[src/rtl/pe_bus_arb_pkg.sv]
// bus_pkg: shared state type and constants for the PE bus arbiter slice
package bus_pkg;
    typedef enum logic {ARB_IDLE, ARB_ISSUE} arb_state_t;
    localparam logic ERR_DATA = 1'b1;
endpackage

[src/rtl/pe_bus_arb_if.sv]
// pe_bus_arb_if: requester-side and external-bus signals of the PE bus arbiter
interface pe_bus_arb_if #(
    parameter int NUM_CH = 4,
    parameter int AD_LEN = 32,
    parameter int BUS_WIDTH = 32
);
    logic [NUM_CH-1:0] ch_req_i;
    logic [NUM_CH*AD_LEN-1:0] ch_ad_i;
    logic [NUM_CH-1:0] ch_gnt_o;
    logic [NUM_CH-1:0] ch_valid_o;
    logic [NUM_CH-1:0] ch_err_o;
    logic [BUS_WIDTH-1:0] ch_data_o;
    logic bus_req_o;
    logic [AD_LEN-1:0] bus_ad_o;
    logic [BUS_WIDTH-1:0] bus_data_i;
    logic bus_ack_i;
    modport slave (
        input ch_req_i, ch_ad_i, bus_data_i, bus_ack_i,
        output ch_gnt_o, ch_valid_o, ch_err_o, ch_data_o, bus_req_o, bus_ad_o
    );
    modport master (
        output ch_req_i, ch_ad_i, bus_data_i, bus_ack_i,
        input ch_gnt_o, ch_valid_o, ch_err_o, ch_data_o, bus_req_o, bus_ad_o
    );
endinterface

[src/rtl/pe_bus_arb_rr_pick.sv]
// rr_pick: combinational round-robin picker, first set request after last, wrapping
module rr_pick #(
    parameter int NUM_CH = 4,
    localparam int IDX_W = $clog2(NUM_CH)
) (
    input  logic [NUM_CH-1:0] req,
    input  logic [IDX_W-1:0] last,
    output logic found,
    output logic [IDX_W-1:0] idx
);
    logic [IDX_W-1:0] c;
    // Scan farthest-to-nearest so the nearest candidate after last overwrites the rest
    always_comb begin
        found = 1'b0;
        idx = '0;
        c = '0;
        for (int i = NUM_CH; i >= 1; i--) begin
            c = IDX_W'((int'(last) + i) % NUM_CH);
            if (req[c]) begin
                found = 1'b1;
                idx = c;
            end
        end
    end
endmodule

[src/rtl/pe_bus_arb.sv]
// pe_bus_arb: round-robin front end sharing one read bus port among NUM_CH requesters
module pe_bus_arb
    import bus_pkg::*;
#(
    parameter int NUM_CH = 4,
    parameter int AD_LEN = 32,
    parameter int BUS_WIDTH = 32,
    parameter int TIMEOUT_CYC = 16
) (
    input logic clk_i,
    input logic reset_i,
    pe_bus_arb_if.slave bus
);
    localparam int CH_IDX_W = $clog2(NUM_CH);
    localparam int CNT_W = TIMEOUT_CYC > 0 ? $clog2(TIMEOUT_CYC + 1) : 1;

    arb_state_t state, state_d;
    logic [CH_IDX_W-1:0] own_q, own_d, rr_last, rr_d, win;
    logic found, timed_out;
    logic [CNT_W-1:0] cnt, cnt_d;
    logic [AD_LEN-1:0] ad_q, ad_d;
    logic [NUM_CH-1:0] gnt_d, valid_d, err_d;
    logic [BUS_WIDTH-1:0] data_d;

    rr_pick #(.NUM_CH(NUM_CH)) u_pick (
        .req(bus.ch_req_i),
        .last(rr_last),
        .found(found),
        .idx(win)
    );

    assign bus.bus_req_o = state == ARB_ISSUE;
    assign bus.bus_ad_o = ad_q;
    // cnt counts completed ISSUE cycles, so the edge ending the last allowed cycle sees TIMEOUT_CYC-1
    assign timed_out = TIMEOUT_CYC != 0 && cnt == CNT_W'(TIMEOUT_CYC - 1);

    always_comb begin
        state_d = state;
        own_d = own_q;
        rr_d = rr_last;
        cnt_d = cnt;
        ad_d = ad_q;
        gnt_d = '0;
        valid_d = '0;
        err_d = '0;
        data_d = bus.ch_data_o;
        if (state == ARB_IDLE) begin
            if (found) begin
                state_d = ARB_ISSUE;
                own_d = win;
                rr_d = win;
                cnt_d = '0;
                ad_d = bus.ch_ad_i[int'(win)*AD_LEN +: AD_LEN];
                gnt_d = NUM_CH'(1) << win;
            end
        end else if (bus.bus_ack_i) begin
            state_d = ARB_IDLE;
            valid_d = NUM_CH'(1) << own_q;
            data_d = bus.bus_data_i;
        end else if (timed_out) begin
            state_d = ARB_IDLE;
            valid_d = NUM_CH'(1) << own_q;
            err_d = NUM_CH'(1) << own_q;
            data_d = {BUS_WIDTH{ERR_DATA}};
        end else begin
            cnt_d = cnt + CNT_W'(1);
        end
    end

    always_ff @(posedge clk_i) begin
        if (reset_i) begin
            state <= ARB_IDLE;
            own_q <= '0;
            rr_last <= CH_IDX_W'(NUM_CH - 1);
            cnt <= '0;
            ad_q <= '0;
            bus.ch_gnt_o <= '0;
            bus.ch_valid_o <= '0;
            bus.ch_err_o <= '0;
            bus.ch_data_o <= '0;
        end else begin
            state <= state_d;
            own_q <= own_d;
            rr_last <= rr_d;
            cnt <= cnt_d;
            ad_q <= ad_d;
            bus.ch_gnt_o <= gnt_d;
            bus.ch_valid_o <= valid_d;
            bus.ch_err_o <= err_d;
            bus.ch_data_o <= data_d;
        end
    end
endmodule

[src/flat_wrapper.sv]
// flat-port wrapper written by rule: the top's interface ports become plain ports
module pe_bus_arb_flat import bus_pkg::*;
#(
    parameter int NUM_CH = 4,
    parameter int AD_LEN = 32,
    parameter int BUS_WIDTH = 32,
    parameter int TIMEOUT_CYC = 16
)
  (clk_i, reset_i, bus_ch_req_i, bus_ch_ad_i, bus_bus_data_i, bus_bus_ack_i, bus_ch_gnt_o, bus_ch_valid_o, bus_ch_err_o, bus_ch_data_o, bus_bus_req_o, bus_bus_ad_o);
  pe_bus_arb_if #(.NUM_CH(NUM_CH), .AD_LEN(AD_LEN), .BUS_WIDTH(BUS_WIDTH)) bus_i ();
  input logic clk_i;
  input logic reset_i;
  input wire logic [$bits(bus_i.ch_req_i)-1:0] bus_ch_req_i;
  input wire logic [$bits(bus_i.ch_ad_i)-1:0] bus_ch_ad_i;
  input wire logic [$bits(bus_i.bus_data_i)-1:0] bus_bus_data_i;
  input wire logic [$bits(bus_i.bus_ack_i)-1:0] bus_bus_ack_i;
  output wire logic [$bits(bus_i.ch_gnt_o)-1:0] bus_ch_gnt_o;
  output wire logic [$bits(bus_i.ch_valid_o)-1:0] bus_ch_valid_o;
  output wire logic [$bits(bus_i.ch_err_o)-1:0] bus_ch_err_o;
  output wire logic [$bits(bus_i.ch_data_o)-1:0] bus_ch_data_o;
  output wire logic [$bits(bus_i.bus_req_o)-1:0] bus_bus_req_o;
  output wire logic [$bits(bus_i.bus_ad_o)-1:0] bus_bus_ad_o;
  assign bus_i.ch_req_i = bus_ch_req_i;
  assign bus_i.ch_ad_i = bus_ch_ad_i;
  assign bus_i.bus_data_i = bus_bus_data_i;
  assign bus_i.bus_ack_i = bus_bus_ack_i;
  assign bus_ch_gnt_o = bus_i.ch_gnt_o;
  assign bus_ch_valid_o = bus_i.ch_valid_o;
  assign bus_ch_err_o = bus_i.ch_err_o;
  assign bus_ch_data_o = bus_i.ch_data_o;
  assign bus_bus_req_o = bus_i.bus_req_o;
  assign bus_bus_ad_o = bus_i.bus_ad_o;
  pe_bus_arb #(.NUM_CH(NUM_CH), .AD_LEN(AD_LEN), .BUS_WIDTH(BUS_WIDTH), .TIMEOUT_CYC(TIMEOUT_CYC)) u_core (.clk_i(clk_i), .reset_i(reset_i), .bus(bus_i));
endmodule
[config.mk]
export PLATFORM = sky130hd
export DESIGN_NAME = pe_bus_arb_flat
export DESIGN_NICKNAME = d
export VERILOG_FILES = /design/src/rtl/pe_bus_arb_pkg.sv /design/src/rtl/pe_bus_arb_if.sv /design/src/rtl/pe_bus_arb_rr_pick.sv /design/src/rtl/pe_bus_arb.sv /design/src/flat_wrapper.sv
export SDC_FILE = /design/constraint.sdc
export NUM_CORES = 1
export LEC_CHECK = 0
export CORE_MARGIN = 2
export CORE_UTILIZATION = 37
export DETAILED_ROUTE_END_ITERATION = 8
export GPL_ROUTABILITY_DRIVEN = 0
export GPL_TIMING_DRIVEN = 0
export PLACE_DENSITY = 0.81
export SLEW_MARGIN = 20
export SYNTH_ARGS = -nofsm -noshare
export SYNTH_HDL_FRONTEND = slang
export SYNTH_SLANG_ARGS = --single-unit
[constraint.sdc]
create_clock -name clk_i -period 3.7 [get_ports clk_i]
set_input_delay 0.74 -clock clk_i [delete_from_list [all_inputs] [get_ports clk_i]]
set_output_delay 0.74 -clock clk_i [all_outputs]
set_load 0.005 [all_outputs]
==> results.cfg <==
[sta]
hold_viol_final = 0
tns_ps = 0
min_period_ps = 2460
setup_violations = 0
maxClockFrequency_ghz = 0.407
rsz0062_at_grt = false
skew_ps = 8.76
report.final.slew_viol_count = 0
slew_headroom_pct = 60.2
worst_slack_ps = 1240
final.period_utilization_pct = 66.5
worst_slew_pin_slew_ps = 597

[worst_setup_path]
end_kind = register
arrival_ps = 2690
path_buf_inv = 2
cp_common_cell = nor2_1
crit_type = in -> reg
critPathSlowestCell = clkdlybuf4s50_1
path_cells = clkdlybuf4s50_1, nor2_1, a21oi_1, nor2_1, clkbuf_1, nand2_1, o221ai_2
cp_slowest_stage_delay_ps = 580
cp-start-kind = primary input
critical_path.top_delay_family = buffers and inverters
required_ps = 3930
cp_max_fo = 10

[job]
maxCapViolCount = 0

[yosys]
netlist-cell-type-count = 35
syn_nets = 580
syn_avg_cell_area_um2 = 9.54
synth-seq-cells = 86
yosysWarnings = 0
syn-cell-area_mm2 = 0.00392
ys_seq_area_share_pct = 43.9
syn_inst = 411

[cells_and_area]
nets = 834
antennaDiodeCount = 0
syn2layout_area_growth_pct = 71.4
fill_cells = 837
drive_gt1_share_pct = 9.55
final_cell_area_mm2 = 0.00672
instances_no_fill = 806

[global_route]
antenna_found_initial = 0
grt_overflow = 0
first_global_vias = 4127
grt_start_max_net_pins = 15
grt_first_pass_wirelength_mm = 20.6
grt_usage_pct = 23.3

[routing]
wire_per_inst_um = 17.0
routed_wl_mm = 13.7
drcViolationCount = 0
viasPerCell = 4.95
first_iter_violations = 160
first_pass_iters = 4
vias = 3989
detail-route-antenna-nets = 0

[cts]
htree_levels = 3
hold_buffers = 0
cts_buffer_depth = 2
cts_root_buffer = clkbuf_8
cts_tree = built
clkSinkCount = 86
numCtsBuffers = 9
clk_latency_ps = 360
cts_setup_buffers = 0
clkTransAtPathRegs_ps = 90
cts_resized = 0

[pwr]
ir_drop_mv = 0.216
leakage_nw = 2.64
power_density_mw_per_mm2 = 374

[placement]
dpl_cell_area_mm2 = 0.00652
port_buffers = 243
placed_cells = 790
place_ws_ps = 867
dp_hpwl_mm = 11.0

[floorplan]
rows = 37
start_util_pct = 38.0
fp.dieW_um = 107
num_io_pins = 244
dieArea_mm2 = 0.0114
core_area_mm2 = 0.0103
fp.dieH_um = 107

[status]
status = complete, no violations

[min_path]
worstHoldPathType = reg -> reg
## stage by stage
stage                     power [mW]  util [%]  hold WS [ps]
after detailed placement        1.86      63.2           454
after CTS                       2.54      65.1           476
after floorplan                 1.43         -           457
after global routing            2.63      65.1           501
final                           2.52      65.1           474
after global placement          1.84      63.2           445
## final timing paths
check | startpoint | cells past startpoint | slack (ps) | end
worst max register to register | u_core.cnt[0] | 7 | 1710 | u_core.bus.ch_data_o[7]
worst min register to register | u_core.bus.bus_ad_o[30] | 2 | 470 | u_core.bus.bus_ad_o[30]
worst max-delay path | bus_ch_req_i[3] | 7 | 1240 | u_core.bus.bus_ad_o[18]
worst min-delay path | u_core.bus.bus_ad_o[30] | 2 | 470 | u_core.bus.bus_ad_o[30]
## cells in the final DEF (no fill, tap or decap), types with 2 or more instances in the layout
cell type and n:
buf_1 6, nand2_1 37, inv_1 3, nor2_1 85
buf_2 6, ha_1 2, clkdlybuf4s50_1 243, dfxtp_1 86
clkbuf_8 10, nand2b_1 5, o221ai_1 4, a21oi_1 6
mux2i_1 64, nor3_1 39, buf_6 4, o21ai_0 3
clkinv_2 3, buf_4 6, clkbuf_1 7, xor2_1 2
o221ai_2 29
## per-layer routing
layer  vias to the layer above  global-route usage (%)  wire length (um)
li1                       1971                       -                 -
met1                      1817                    23.9              5310
met2                       172                    43.3              6920
met3                        29                    6.44              1040
met4                         0                    11.1               452
met5                         -                       0                 0
## tightest hold or removal path, stage by stage (launching register included)
cell	delay (ps)
dfxtp_1	330
nand2_1	60
o221ai_2	50
## where the power goes
part / internal (mW) / switching, mW / total [mW]
clock: 0.328 / 0.351 / 0.679
combinational: 0.465 / 0.307 / 0.772
sequential: 1.01 / 0.0500 / 1.06
total: 1.81 / 0.708 / 2.52
## area by class of cell
| type | instances | area [um2] | share of cell area (%) |
|---|---|---|---|
| flip-flops and latches | 86 | 1720 | 25.6 |
| plain buffers | 30 | 184 | 2.74 |
| repair buffers | 243 | 2430 | 36.2 |
| clock inverters | 6 | 61.3 | 0.912 |
| clock buffers | 10 | 138 | 2.05 |
| inverters | 3 | 11.3 | 0.168 |
| multi-input cells | 292 | 2000 | 29.8 |
| well taps | 136 | 170 | 2.53 |
## synth_stat cells, drive strengths merged
cell type  count  area [um2]
nor3b          1        7.51
or3            1        6.26
or2            1        6.26
clkbuf         7        26.3
nor2          85         319
nand3b         1        7.51
buf           23         158
nand2b         5        31.3
nor4           1        6.26
o221ai        33         470
or3b           1        8.76
inv            3        11.3
a31oi          1        6.26
o21ai          3        15.0
and3           1        6.26
a21oi          6        30.0
nand4          1        6.26
o21a           1        7.51
ha             2        25.0
nand2         37         139
nand4bb        1        11.3
nor3          39         195
a21o           1        7.51
a211oi         2        20.0
dfxtp         86        1720
xor2           2        17.5
nand3          1        5.00
a2bb2oi        1        8.76
mux2i         64         641
## flip-flops by register name (all words and copies together), names as in the netlist
| signal | count |
|---|---|
| u_core.rr_last | 2 |
| u_core.bus.ch_data_o | 32 |
| u_core.bus.ch_err_o | 4 |
| u_core.cnt | 5 |
| u_core.bus.ch_valid_o | 4 |
| u_core.bus.ch_gnt_o | 4 |
| u_core.bus.bus_ad_o | 32 |
| u_core.bus.bus_req_o | 1 |
| u_core.own_q | 2 |
## logic make-up (layout without fill, tap and decap cells)
logic type                 Yosys count  in the layout  synth area share [%]
muxes                               64             64                  16.3
buffers and inverters               33            292                  4.98
DFF                                 86             86                  43.9
xor gates and xnor gates             2              2                 0.447
adders and majority gates            2              2                 0.638
AOI/OAI and AO/OA                   48             48                  14.4
and+or+nand+nor                    176            176                  19.3
(Power assumes the default switching activity.)
